==> src/rtl/dcache_way_array.sv <==
// Set-associative data cache way array: tag/data storage, single-cycle lookup with
// byte-masked store merge, age-based LRU replacement, line fill and invalidate-all walk.
module dcache_way_array #(
    parameter int unsigned WAYS        = 2,
    parameter int unsigned INDEX_BITS  = 3,
    parameter int unsigned OFFSET_BITS = 4,
    parameter int unsigned ADDR_BITS   = 16
) (
    input  logic                                          clk,
    input  logic                                          reset,
    input  logic                                          req_valid,
    output logic                                          req_ready,
    input  logic [ADDR_BITS-1:0]                          req_addr,
    input  logic                                          req_write,
    input  logic [15:0]                                   req_wdata,
    input  logic [1:0]                                    req_wmask,
    output logic                                          resp_valid,
    output logic                                          resp_hit,
    output logic [15:0]                                   resp_rdata,
    output logic                                          victim_valid,
    output logic                                          victim_dirty,
    output logic [ADDR_BITS-INDEX_BITS-OFFSET_BITS-1:0]   victim_tag,
    output logic [8*(2**OFFSET_BITS)-1:0]                 victim_data,
    input  logic                                          fill_valid,
    input  logic [ADDR_BITS-1:0]                          fill_addr,
    input  logic [8*(2**OFFSET_BITS)-1:0]                 fill_data,
    input  logic                                          flush_start,
    output logic                                          flush_busy,
    output logic                                          flush_done
);

    localparam int unsigned SETS          = 2 ** INDEX_BITS;
    localparam int unsigned LINE          = 8 * (2 ** OFFSET_BITS);
    localparam int unsigned TAG_BITS      = ADDR_BITS - INDEX_BITS - OFFSET_BITS;
    localparam int unsigned AGE_BITS      = $clog2(WAYS);
    localparam int unsigned LINE_IDX_BITS = OFFSET_BITS + 3;

    typedef logic [AGE_BITS-1:0] way_t;
    typedef logic [WAYS-1:0][AGE_BITS-1:0] age_vec_t;

    typedef enum logic [1:0] {StIdle, StWalk, StDone} state_t;

    // Storage arrays
    logic [WAYS-1:0]     valid_q [SETS];
    logic [WAYS-1:0]     dirty_q [SETS];
    age_vec_t            age_q   [SETS];
    logic [TAG_BITS-1:0] tag_q   [SETS][WAYS];
    logic [LINE-1:0]     data_q  [SETS][WAYS];

    state_t                state_q, state_d;
    logic [INDEX_BITS-1:0] cnt_q, cnt_d;

    logic                resp_valid_q, resp_hit_q, victim_valid_q, victim_dirty_q;
    logic [15:0]         resp_rdata_q;
    logic [TAG_BITS-1:0] victim_tag_q;
    logic [LINE-1:0]     victim_data_q;

    // Touched way becomes youngest; ways younger than it age by one.
    function automatic age_vec_t lru_touch(input age_vec_t ages, input way_t w);
        age_vec_t res;
        res = ages;
        for (int k = 0; k < WAYS; k++) begin
            if (way_t'(k) == w) begin
                res[k] = '0;
            end else if (ages[k] < ages[w]) begin
                res[k] = ages[k] + 1'b1;
            end
        end
        return res;
    endfunction

    // Lowest invalid way, otherwise the oldest way.
    function automatic way_t pick_victim(input logic [WAYS-1:0] v, input age_vec_t ages);
        way_t res;
        logic found;
        res   = '0;
        found = 1'b0;
        for (int k = 0; k < WAYS; k++) begin
            if (!v[k] && !found) begin
                res   = way_t'(k);
                found = 1'b1;
            end
        end
        if (!found) begin
            for (int k = 0; k < WAYS; k++) begin
                if (ages[k] == way_t'(WAYS - 1)) res = way_t'(k);
            end
        end
        return res;
    endfunction

    logic [TAG_BITS-1:0]      req_tag, fill_tag;
    logic [INDEX_BITS-1:0]    req_set, fill_set;
    logic [OFFSET_BITS-2:0]   req_word;
    logic [LINE_IDX_BITS-1:0] word_base;
    logic                     req_hit, accept, write_hit, fill_en, flush_walk;
    way_t                     hit_way, vict_way, fill_way;
    logic [15:0]              hit_word, rdata_masked, merged_word;
    logic                     unused_addr_bits;

    assign req_tag   = req_addr[ADDR_BITS-1 -: TAG_BITS];
    assign req_set   = req_addr[OFFSET_BITS +: INDEX_BITS];
    assign req_word  = req_addr[OFFSET_BITS-1:1];
    assign fill_tag  = fill_addr[ADDR_BITS-1 -: TAG_BITS];
    assign fill_set  = fill_addr[OFFSET_BITS +: INDEX_BITS];
    assign word_base = {req_word, 4'b0000};

    // Byte 0 of the request and the fill offset never select anything.
    assign unused_addr_bits = ^{req_addr[0], fill_addr[OFFSET_BITS-1:0]};

    assign flush_busy = (state_q != StIdle);
    assign flush_done = (state_q == StDone);
    assign flush_walk = (state_q == StWalk);
    assign req_ready  = !flush_busy && !fill_valid;
    assign accept     = req_valid && req_ready;
    assign fill_en    = fill_valid && !flush_busy;
    assign write_hit  = accept && req_hit && req_write;

    // Tag compare, victim choice and word read/merge for the request and fill paths
    always_comb begin
        req_hit = 1'b0;
        hit_way = '0;
        for (int k = WAYS - 1; k >= 0; k--) begin
            if (valid_q[req_set][k] && (tag_q[req_set][k] == req_tag)) begin
                req_hit = 1'b1;
                hit_way = way_t'(k);
            end
        end
        vict_way     = pick_victim(valid_q[req_set], age_q[req_set]);
        fill_way     = pick_victim(valid_q[fill_set], age_q[fill_set]);
        hit_word     = data_q[req_set][hit_way][word_base +: 16];
        rdata_masked = {req_wmask[1] ? hit_word[15:8] : 8'h00,
                        req_wmask[0] ? hit_word[7:0]  : 8'h00};
        merged_word  = {req_wmask[1] ? req_wdata[15:8] : hit_word[15:8],
                        req_wmask[0] ? req_wdata[7:0]  : hit_word[7:0]};
    end

    // Response and victim registers, captured from pre-edge array state
    always_ff @(posedge clk) begin
        if (reset) begin
            resp_valid_q   <= 1'b0;
            resp_hit_q     <= 1'b0;
            resp_rdata_q   <= '0;
            victim_valid_q <= 1'b0;
            victim_dirty_q <= 1'b0;
            victim_tag_q   <= '0;
            victim_data_q  <= '0;
        end else begin
            resp_valid_q   <= accept;
            resp_hit_q     <= accept && req_hit;
            resp_rdata_q   <= (accept && req_hit) ? rdata_masked : 16'h0000;
            victim_valid_q <= accept && !req_hit && valid_q[req_set][vict_way];
            victim_dirty_q <= accept && !req_hit && dirty_q[req_set][vict_way];
            victim_tag_q   <= (accept && !req_hit) ? tag_q[req_set][vict_way] : '0;
            victim_data_q  <= (accept && !req_hit) ? data_q[req_set][vict_way] : '0;
        end
    end

    assign resp_valid   = resp_valid_q;
    assign resp_hit     = resp_hit_q;
    assign resp_rdata   = resp_rdata_q;
    assign victim_valid = victim_valid_q;
    assign victim_dirty = victim_dirty_q;
    assign victim_tag   = victim_tag_q;
    assign victim_data  = victim_data_q;

    // Valid/dirty/age state: reset, flush walk, fill install, hit update
    always_ff @(posedge clk) begin
        if (reset) begin
            for (int s = 0; s < SETS; s++) begin
                valid_q[s] <= '0;
                dirty_q[s] <= '0;
                for (int w = 0; w < WAYS; w++) age_q[s][w] <= way_t'(w);
            end
        end else if (flush_walk) begin
            valid_q[cnt_q] <= '0;
            dirty_q[cnt_q] <= '0;
            for (int w = 0; w < WAYS; w++) age_q[cnt_q][w] <= way_t'(w);
        end else if (fill_en) begin
            valid_q[fill_set][fill_way] <= 1'b1;
            dirty_q[fill_set][fill_way] <= 1'b0;
            age_q[fill_set]             <= lru_touch(age_q[fill_set], fill_way);
        end else if (accept && req_hit) begin
            age_q[req_set] <= lru_touch(age_q[req_set], hit_way);
            if (req_write) dirty_q[req_set][hit_way] <= 1'b1;
        end
    end

    // Tag and data arrays carry no reset; writes are suppressed while reset is high
    always_ff @(posedge clk) begin
        if (!reset) begin
            if (fill_en) begin
                data_q[fill_set][fill_way] <= fill_data;
                tag_q[fill_set][fill_way]  <= fill_tag;
            end else if (write_hit) begin
                data_q[req_set][hit_way][word_base +: 16] <= merged_word;
            end
        end
    end

    // Flush FSM state register
    always_ff @(posedge clk) begin
        if (reset) begin
            state_q <= StIdle;
            cnt_q   <= '0;
        end else begin
            state_q <= state_d;
            cnt_q   <= cnt_d;
        end
    end

    // Flush FSM next state: walk every set once, then one done cycle
    always_comb begin
        state_d = state_q;
        cnt_d   = cnt_q;
        unique case (state_q)
            StIdle: begin
                if (flush_start) begin
                    state_d = StWalk;
                    cnt_d   = '0;
                end
            end
            StWalk: begin
                cnt_d = cnt_q + 1'b1;
                if (cnt_q == INDEX_BITS'(SETS - 1)) state_d = StDone;
            end
            StDone:  state_d = StIdle;
            default: state_d = StIdle;
        endcase
    end

endmodule

==> config.mk <==
export PLATFORM = sky130hd
export DESIGN_NAME = dcache_way_array
export DESIGN_NICKNAME = d
export VERILOG_FILES = /design/src/rtl/dcache_way_array.sv
export SDC_FILE = /design/constraint.sdc
export NUM_CORES = 2
export LEC_CHECK = 0
export CAP_MARGIN = 20
export CORE_MARGIN = 2
export CORE_UTILIZATION = 60
export DETAILED_ROUTE_END_ITERATION = 6
export GPL_TIMING_DRIVEN = 0
export PLACE_DENSITY = 0.85
export SYNTH_ARGS = -nofsm -noshare
export SYNTH_HDL_FRONTEND = slang
export SYNTH_SLANG_ARGS = --single-unit
==> constraint.sdc <==
create_clock -name clk -period 10.45 [get_ports clk]
set_input_delay 2.09 -clock clk [delete_from_list [all_inputs] [get_ports clk]]
set_output_delay 2.09 -clock clk [all_outputs]
set_load 0.05 [all_outputs]
==> results.cfg <==
[synthesis]
synth_area_leaders = edfxtp_1 70%, mux4_2 13%, dfxtp_1 3.4%, mux2i_1 2.7%, mux2_2 1.7%
synthAdderAreaFrac_pct = 0.0523
yosysSeqAreaShare_pct = 73.7
ys_ff_latch = 2402
synth.area.mux_share_pct = 17.9
async_flop_share_pct = 0
syn-cell-area_mm2 = 0.0957
ys.flop_type = edfxtp_1
synthCells = 4905
synth_edf_count = 2239
avgSynthCellArea_um2 = 19.5
synth_fp_nets = 5093
synth_compound_area_share_pct = 3.16
synth_top_area_share_pct = 70.3
synth_top_family_by_area = multiplexers
ys_warn_count = 0
synth_xor_area_share_pct = 0.0916
synth_top_area_cell = edfxtp_1
synthSimpleGateAreaFrac_pct = 3.57
synth_cell_type_count = 72

[global_routing]
grt_pass1_wl_um = 439000
antenna_found_initial = 49
grt.total_usage_pct = 39.6
grt_max_degree = 17
globalRouteOverflowTotal = 0
grt_pass1_vias = 56500

[sta]
maxSlewViolCount = 0
final.setup_skew_ns = 0.0521
finalWorstPathRequiredPeriod_ns = 8.31
tns_ns = 0
rsz0062_at_grt = no
period_share_pct = 79.5
hold_viol_final = 0
hold_slack_ns = 0.534
worst_pin_slew_ns = 1.32
slew_headroom_pct = 12.0
fmax_mhz = 120
setup_viol = 0

[placed_design]
placed_area_mm2 = 0.104
port_buffers = 330
hpwlAfterDp_um = 209000
place_congestion = 1.07

[routing]
drt-vias-per-instance = 7.36
drc = 5
drt_iter0_drc = 11100
drt-pass1-iter-count = 7
wire_per_inst_um = 40.6
vias = 58600
ant_nets = 0
routed_wl_um = 324000

[hold_path]
hp-class = register to register
whs_endpoint = state_q[0]
hold_depth = 1
hold_start = state_q[1]

[cells_and_area]
fillCellCount = 8680
final_common_cell = edfxtp_1
drive_gt1_share_pct = 27.1
syn_to_final_growth_pct = 16.8
final_core_util_pct = 70.6
finalInstanceArea_mm2 = 0.112
fin_nets = 5859
mostFrequentLayoutCells = 2239 x edfxtp_1, 569 x mux4_2, 330 x clkdlybuf4s50_1

[power]
p_per_area_mw_per_mm2 = 182
p_sw_share_pct = 23.9
pwr-share-clk_pct = 39.5
seqPwrFrac_pct = 52.0
internal_power_w = 0.0155
power_leakage_nw = 36.4
finalPower_w = 0.0204
irDropWorstVdd_uv = 197
comb_power_share_pct = 8.4
p_switching_w = 0.00488

[flow_run]
maxCapViolations = 0

[worst_setup_path]
crit_chain = buf_4, buf_4, buf_4, buf_4, clkbuf_1, clkbuf_1, mux4_2, mux2i_1, a211oi_1, a211o_1, a21oi_1, o31a_2, o21ai_1
critPathKind = input port to register
crit_arrival_ns = 8.76
critPathMaxFanout = 16
r2r_end = data_q[1][25]
critPathMostFrequentCell = buf_4
required_ns = 10.90
critPathSlowestCell = clkbuf_1
cpPeakStageDelay_ns = 0.96
reg2reg_slack_ns = 4.56
r2r_cells = 14
r2r_start = tag_q[2][15]
worstSetupEndpointType = register
start_kind = input port

[clocking]
cts_made_buffers = 221
tritoncts = built
cts_resized = 0
root_buffer = clkbuf_16
clk_pin_slew_ns = 0.06
postCtsHoldBufs = 0
clockBufferDepth = 3
cts_setup_buffers = 0
clkLatencyLatePin_ns = 0.91
htreeDepth = 4
cts.sinks = 2402

[die]
num_rows = 146
fp.dieH_um = 403
fp.coreArea_mm2 = 0.158
io_pins = 344
die_x_um = 403
dieArea_mm2 = 0.163
start_util_pct = 60.4

[run_status]
status = finished with violations
violations = design-rule violations
[final cells by class]
class,instances,area [um2],area share [%]
antenna,36,90.1,0.0806
buffer,290,1450,1.30
clock buffer,296,6070,5.43
clock inverter,115,1050,0.938
inverter,7,26.3,0.0235
multi-input combinational,2206,24000,21.5
sequential,2402,70500,63.1
tap,2072,2590,2.32
timing repair buffer,543,5950,5.32
[cells by family after synthesis]
group / count (synthesis)
buffers and inverters: 297
adders and majority gates: 4
AOI/OAI and AO/OA: 434
and+or+nand+nor: 779
muxes: 979
DFF: 2402
xor gates and xnor gates: 10
[how the worst max path moves through the flow]
stage	startpoint	end	depth (start not counted)
after floorplan	req_addr[2]	data_q[7][224]	13
final	req_addr[5]	data_q[2][50]	13
after global routing	req_addr[5]	data_q[1][25]	13
after CTS	req_addr[5]	data_q[5][229]	13
after global placement	req_addr[2]	data_q[0][217]	13
after detailed placement	req_addr[5]	data_q[2][70]	13
[power by group through the flow]
stage,sequential (W),clock (W),combinational [W]
after detailed placement,0.0108,0,0.00154
after global placement,0.0108,0,0.00148
after global routing,0.0106,0.00833,0.00171
after CTS,0.0106,0.00799,0.00158
after floorplan,0.0109,0,0.000794
final,0.0106,0.00806,0.00172
[metrics by stage]
stage | std cells | setup WS (ns)
4_1_cts | 7848 | 2.75
3_3_place_gp | 7307 | 0.653
3_5_place_dp | 7437 | 1.95
5_1_grt | 7936 | 2.40
6_report | 7967 | 2.14
2_1_floorplan | 4905 | 4.53
[state kept, by name (all words and copies together) (netlist names), 2 cells and up]
| name | cells |
|---|---|
| state_q | 2 |
| dirty_q | 16 |
| tag_q | 144 |
| data_q | 2048 |
| age_q | 16 |
| resp_rdata | 16 |
| valid_q | 16 |
| victim_data | 128 |
| cnt_q | 3 |
| victim_tag | 9 |
[metal layers]
layer | global-route usage [%] | vias up | wire (um)
met3 | 19.9 | 1738 | 59000
met4 | 27.3 | 44 | 29100
li1 | - | 21500 | -
met5 | 0.178 | - | 292
met2 | 56.5 | 6657 | 140000
met1 | 47.1 | 28700 | 95700
[cell usage after synthesis (3+ instances only)]
cell type / count
edfxtp_1: 2239
mux4_2: 569
nor2_1: 326
nand2_1: 270
mux2i_1: 262
dfxtp_1: 163
clkbuf_1: 148
mux2_2: 147
o21ai_1: 115
a211oi_1: 77
buf_2: 77
nor2b_1: 46
nor3_1: 42
buf_4: 41
a21oi_1: 37
o211ai_1: 30
o21ai_0: 23
a21o_1: 22
a211o_1: 17
and4_1: 16
nand2b_1: 16
and2_1: 15
o21ai_2: 15
o21bai_1: 13
a22oi_1: 12
buf_6: 12
a22o_1: 11
o31a_2: 11
a21oi_2: 10
buf_1: 10
or2_2: 10
xnor2_1: 10
nand3_1: 8
o22ai_1: 8
inv_1: 7
a221oi_1: 6
and3_1: 6
a32oi_1: 5
o21a_1: 5
ha_1: 4
o31a_4: 4
o31a_1: 3
[critical path, delay by kind of cell]
kind,cells,cell delay [ns]
buf+inv,6,2.71
mux,2,1.08
compound gates,5,2.83
Power figures use the tool's default switching activity.
